===== src/rtl/ofdm_frame_sequencer.sv =====
// rtl/ofdm_frame_sequencer.sv - OFDM transmit frame sequencer (preamble, payload, gap)
//
// Turns the rising edge of the stretched start level into one transmit frame:
// N_PRE preamble symbols, num_sym payload symbols paced by src_valid, then a
// GAP_LEN-cycle idle gap. Every symbol is CP_LEN + FFT_LEN samples long.
//
// Ports:
//   clk         in   system clock
//   rst_n       in   asynchronous active-low reset
//   start       in   stretched start level; rising edge triggers a frame
//   num_sym     in   payload symbol count, latched on an accepted trigger
//   src_valid   in   upstream payload sample available (DATA only)
//   busy        out  frame in progress (PRE, DATA or GAP)
//   phase       out  0=IDLE 1=PRE 2=DATA 3=GAP
//   samp_en     out  one sample consumed/produced this cycle
//   sym_start   out  samp_en on sample 0 of a symbol
//   cp_active   out  samp_en within the cyclic prefix
//   sym_idx     out  symbol index within the current phase
//   frame_done  out  1-cycle pulse on the first IDLE cycle after GAP
//   start_drop  out  1-cycle pulse when a trigger arrives while busy
module ofdm_frame_sequencer #(
  parameter int FFT_LEN = 64,
  parameter int CP_LEN  = 16,
  parameter int N_PRE   = 2,
  parameter int GAP_LEN = 32
) (
  input  logic       clk,
  input  logic       rst_n,
  input  logic       start,
  input  logic [7:0] num_sym,
  input  logic       src_valid,
  output logic       busy,
  output logic [1:0] phase,
  output logic       samp_en,
  output logic       sym_start,
  output logic       cp_active,
  output logic [7:0] sym_idx,
  output logic       frame_done,
  output logic       start_drop
);

  localparam int SYM_LEN = CP_LEN + FFT_LEN;
  localparam int SW      = $clog2(SYM_LEN);
  localparam int GW      = (GAP_LEN > 1) ? $clog2(GAP_LEN) : 1;

  localparam logic [SW-1:0] SAMP_LAST = SW'(SYM_LEN - 1);
  localparam logic [SW-1:0] CP_END    = SW'(CP_LEN);
  localparam logic [7:0]    PRE_LAST  = 8'(N_PRE - 1);
  localparam logic [GW-1:0] GAP_LAST  = GW'(GAP_LEN - 1);

  typedef enum logic [1:0] {
    S_IDLE = 2'd0,
    S_PRE  = 2'd1,
    S_DATA = 2'd2,
    S_GAP  = 2'd3
  } state_e;

  state_e        state_q, state_d;
  logic          start_d_q;
  logic [SW-1:0] samp_cnt_q, samp_cnt_d;
  logic [7:0]    sym_idx_q, sym_idx_d;
  logic [7:0]    num_sym_q, num_sym_d;
  logic [GW-1:0] gap_cnt_q, gap_cnt_d;
  logic          frame_done_q, frame_done_d;

  logic trig;
  logic sym_wrap;

  assign trig     = start & ~start_d_q;
  assign sym_wrap = samp_en && (samp_cnt_q == SAMP_LAST);

  always_ff @(posedge clk or negedge rst_n) begin
    if (!rst_n) begin
      state_q      <= S_IDLE;
      start_d_q    <= 1'b0;
      samp_cnt_q   <= '0;
      sym_idx_q    <= '0;
      num_sym_q    <= '0;
      gap_cnt_q    <= '0;
      frame_done_q <= 1'b0;
    end else begin
      state_q      <= state_d;
      start_d_q    <= start;
      samp_cnt_q   <= samp_cnt_d;
      sym_idx_q    <= sym_idx_d;
      num_sym_q    <= num_sym_d;
      gap_cnt_q    <= gap_cnt_d;
      frame_done_q <= frame_done_d;
    end
  end

  always_comb begin
    state_d      = state_q;
    samp_cnt_d   = samp_cnt_q;
    sym_idx_d    = sym_idx_q;
    num_sym_d    = num_sym_q;
    gap_cnt_d    = gap_cnt_q;
    frame_done_d = 1'b0;

    // Sample counter advances only on accepted samples, so a DATA stall
    // freezes the whole symbol position.
    if (samp_en) begin
      samp_cnt_d = sym_wrap ? '0 : samp_cnt_q + SW'(1);
    end

    unique case (state_q)
      S_IDLE: begin
        if (trig) begin
          state_d    = S_PRE;
          samp_cnt_d = '0;
          sym_idx_d  = '0;
          num_sym_d  = num_sym;
        end
      end
      S_PRE: begin
        if (sym_wrap) begin
          if (sym_idx_q == PRE_LAST) begin
            // Index restarts for the payload; with no payload go straight to the gap.
            sym_idx_d = '0;
            gap_cnt_d = '0;
            state_d   = (num_sym_q == 8'd0) ? S_GAP : S_DATA;
          end else begin
            sym_idx_d = sym_idx_q + 8'd1;
          end
        end
      end
      S_DATA: begin
        if (sym_wrap) begin
          // Leaving on the last wrap keeps sym_idx from reaching num_sym.
          if (sym_idx_q == num_sym_q - 8'd1) begin
            sym_idx_d = '0;
            gap_cnt_d = '0;
            state_d   = S_GAP;
          end else begin
            sym_idx_d = sym_idx_q + 8'd1;
          end
        end
      end
      S_GAP: begin
        if (gap_cnt_q == GAP_LAST) begin
          gap_cnt_d    = '0;
          frame_done_d = 1'b1;
          state_d      = S_IDLE;
        end else begin
          gap_cnt_d = gap_cnt_q + GW'(1);
        end
      end
      default: state_d = S_IDLE;
    endcase
  end

  assign busy       = (state_q != S_IDLE);
  assign phase      = state_q;
  assign samp_en    = (state_q == S_PRE) || ((state_q == S_DATA) && src_valid);
  assign sym_start  = samp_en && (samp_cnt_q == '0);
  assign cp_active  = samp_en && (samp_cnt_q < CP_END);
  assign sym_idx    = sym_idx_q;
  assign frame_done = frame_done_q;
  assign start_drop = trig && (state_q != S_IDLE);

endmodule


===== config.mk =====
export PLATFORM = sky130hd
export DESIGN_NAME = ofdm_frame_sequencer
export DESIGN_NICKNAME = d
export VERILOG_FILES = /design/src/rtl/ofdm_frame_sequencer.sv
export SDC_FILE = /design/constraint.sdc
export NUM_CORES = 1
export LEC_CHECK = 0
export CAP_MARGIN = 40
export CORE_MARGIN = 2
export CORE_UTILIZATION = 45
export CTS_BUF_LIST = sky130_fd_sc_hd__clkbuf_16
export CTS_CLUSTER_DIAMETER = 120
export DETAILED_ROUTE_END_ITERATION = 8
export PLACE_DENSITY = 0.7
export SYNTH_ARGS = -nofsm -noshare
export SYNTH_HDL_FRONTEND = slang
export SYNTH_SLANG_ARGS = --single-unit

===== constraint.sdc =====
create_clock -name clk -period 2.4 [get_ports clk]
set_clock_uncertainty 0.05 [all_clocks]
set_input_delay 0.48 -clock clk [delete_from_list [all_inputs] [get_ports clk]]
set_output_delay 0.48 -clock clk [all_outputs]
set_load 0.05 [all_outputs]

==> flow_summary.json <==
{
  "cts-root-buf": "clkbuf_16",
  "syn_area_sq_um": 2040,
  "routed_wl_mm": 4.83,
  "cts_sinks": 32,
  "grt_max_degree": 33,
  "arrival_ns": 2.48,
  "finalCriticalPeriod_ns": 2.37,
  "portBuffers": 27,
  "synth-edff-count": 0,
  "first_global_vias": 1780,
  "ys_seq_area_share_pct": 39.3,
  "drv_slew": 0,
  "synth.area.top_cells": "dfrtp_1 (39%), ha_1 (6.8%), nand2_1 (5.5%)",
  "post-route-util_pct": 65.1,
  "path_delay_family": "simple AND/OR/NAND/NOR gates",
  "die_y_um": 71.3,
  "grt_pass1_wl_mm": 8.14,
  "dr_total_vias": 1822,
  "hold_viol": 0,
  "cts_buffers": 5,
  "tightest_slew_ns": 0.502,
  "die_x_um": 71.3,
  "crit_slowest_cell": "or4_1",
  "p_leak_nw": 1.20,
  "dr.pass1.iters": 4,
  "synth_top_area_share_pct": 39.3,
  "synth-async-reset-ratio_pct": 100,
  "start_kind": "flop",
  "power.density_nw_per_um2": 441,
  "rsz0062_at_grt": "true",
  "dp_cells": 317,
  "clk_path_buf_depth": 2,
  "start_util_pct": 46.8,
  "cts.clk_slew.worst_paths_ns": 0.05,
  "finalSetupViolCount": 0,
  "dp_hpwl_mm": 3.51,
  "power_mw": 1.25,
  "die-area_sq_um": 5080,
  "synth_most_common_cell": "dfrtp_1",
  "n_antenna_cell": 0,
  "end_kind": "flop",
  "yosysTopAreaCell": "dfrtp_1",
  "synth_ff_type": "dfrtp_1",
  "vias_per_cell": 5.57,
  "syn_inst": 221,
  "grt_use_total_pct": 20.2,
  "first_iter_violations": 78,
  "drcViolationCount": 0,
  "antenna_found_initial": 0,
  "vdd_drop_max_uv": 412,
  "worst_slack_ns": 0.0306,
  "status": "complete, no violations",
  "synthesis.nets": 244,
  "synth-seq-cells": 32,
  "avgSynthCellArea_sq_um": 9.22,
  "fmax_mhz": 422,
  "hp-class": "reg -> reg",
  "cp.buffers_inverters": 1,
  "max-cap-violations": 0,
  "routedWlPerCell_um": 14.8,
  "drive_gt1_share_pct": 24.4,
  "ant_nets": 0,
  "path_cells": "or3_4, buf_6, or4_1, nand4_1, o211ai_2, nor3_4, mux2_1",
  "cts_tree": "built",
  "path_max_fanout": 3,
  "htreeDepth": 2,
  "place_congestion": 0.906,
  "nets": 297,
  "slowest_delay_ns": 0.49,
  "grt-ovfl-total": 0,
  "criticalPathCategory": "reg -> reg",
  "stdcell_count": 327,
  "area.growth.synth_to_final_pct": 39.1,
  "placementRows": 24,
  "worstPathRequired_ns": 2.51,
  "synth_commonest_cells": "dfrtp_1 (32), nand2_1 (30), nor2_1 (16)",
  "core_area_sq_um": 4350,
  "clock_latency_ns": 0.27,
  "pin_count": 28,
  "yosysWarnings": 0,
  "place_ws_ns": 0.0216,
  "relSlewSlack_pct": 66.4,
  "fin_crit_sh_pct": 98.7,
  "synthDistinctLibCells": 51
}
[path summary, 6_finish.rpt]
kind	startpoint	to	slack, ns	depth (start not counted)
worst min register to register	gap_cnt_q[2]$_DFFE_PN0P_	gap_cnt_q[2]$_DFFE_PN0P_	0.46	1
worst max register to register	num_sym_q[3]$_DFFE_PN0P_	phase[1]$_DFFE_PN0P_	0.03	7
max in group asynchronous	rst_n	sym_idx[5]$_DFFE_PN0P_	1.40	2
worst min-delay path	gap_cnt_q[2]$_DFFE_PN0P_	gap_cnt_q[2]$_DFFE_PN0P_	0.46	1
worst max-delay path	num_sym_q[3]$_DFFE_PN0P_	phase[1]$_DFFE_PN0P_	0.03	7
min in group asynchronous	rst_n	num_sym_q[5]$_DFFE_PN0P_	0.57	2
[repair_timing]
| item | in CTS | in global routing |
|---|---|---|
| resized for setup | 0 | 11 |
| buffers inserted | 0 | 2 |
| hold buffers | 0 | 0 |
| setup endpoints to repair | 0 | 14 |
[layout make-up]
class / count / area [sq um]
clock inverters: 3 / 11.3
inverters: 15 / 58.8
flip-flops and latches: 32 / 806
fillers: 364 / 1520
multi-input cells: 169 / 1270
clock buffers: 5 / 125
repair buffers: 51 / 495
well taps: 52 / 65.1
[sequential cells by signal (all words and copies together) (netlist names)]
name / count
num_sym_q: 8
sym_idx: 8
samp_cnt_q: 7
gap_cnt_q: 5
phase: 2
frame_done: 1
start_d_q: 1
[layer usage]
| metal | vias up | wire [um] | GRT usage [%] |
|---|---|---|---|
| li1 | 895 | - | - |
| met1 | 884 | 2170 | 26.6 |
| met2 | 36 | 2400 | 33.3 |
| met3 | 7 | 211 | 5.20 |
| met4 | 0 | 44 | 5.03 |
| met5 | - | 0 | 0 |
[per-stage QoR]
step	hold slack, ns	area [sq um]	setup TNS [ns]
after floorplan	0.134	2100	-0.178
after global placement	0.460	2620	0
after detailed placement	0.460	2620	0
after CTS	0.465	2760	0
after global routing	0.481	2830	-0.225
final	0.464	2830	0
[power breakdown]
part / total [mW] / internal, mW / leakage [nW] / switching, mW
Clock: 0.592 / 0.373 / 0.0701 / 0.220
Combinational: 0.101 / 0.0528 / 0.753 / 0.0484
Sequential: 0.556 / 0.549 / 0.381 / 0.00736
Total: 1.25 / 0.974 / 1.20 / 0.276
[logic make-up after synthesis]
family          after synthesis  synth area share [%]
xor+xnor                     12                  5.16
buf+inv                      20                  3.69
flops                        32                  39.3
mux                           5                  2.58
compound gates               42                  16.0
simple gates                 99                  26.5
fa+ha+maj                    11                  6.76
[placed cells by master, fill, tap and decap left out, drive strengths merged, types with 2 or more instances in the layout]
master,instances
xor2,4
nand3,10
clkinv,2
nor3,5
o221ai,2
dfrtp,32
and2,3
o211ai,2
or4,2
nand2b,3
inv,16
or2,5
nor4,2
mux2i,3
nor2,16
ha,11
and3,8
o21ai,11
a21o,2
clkdlybuf4s50,22
nand4,2
nor3b,3
buf,29
nor2b,4
nand2,30
a22oi,5
clkbuf,5
or3,2
mux2,2
a21oi,4
xnor2,8
o31ai,5
No activity file was read; power rests on OpenSTA's default activity.
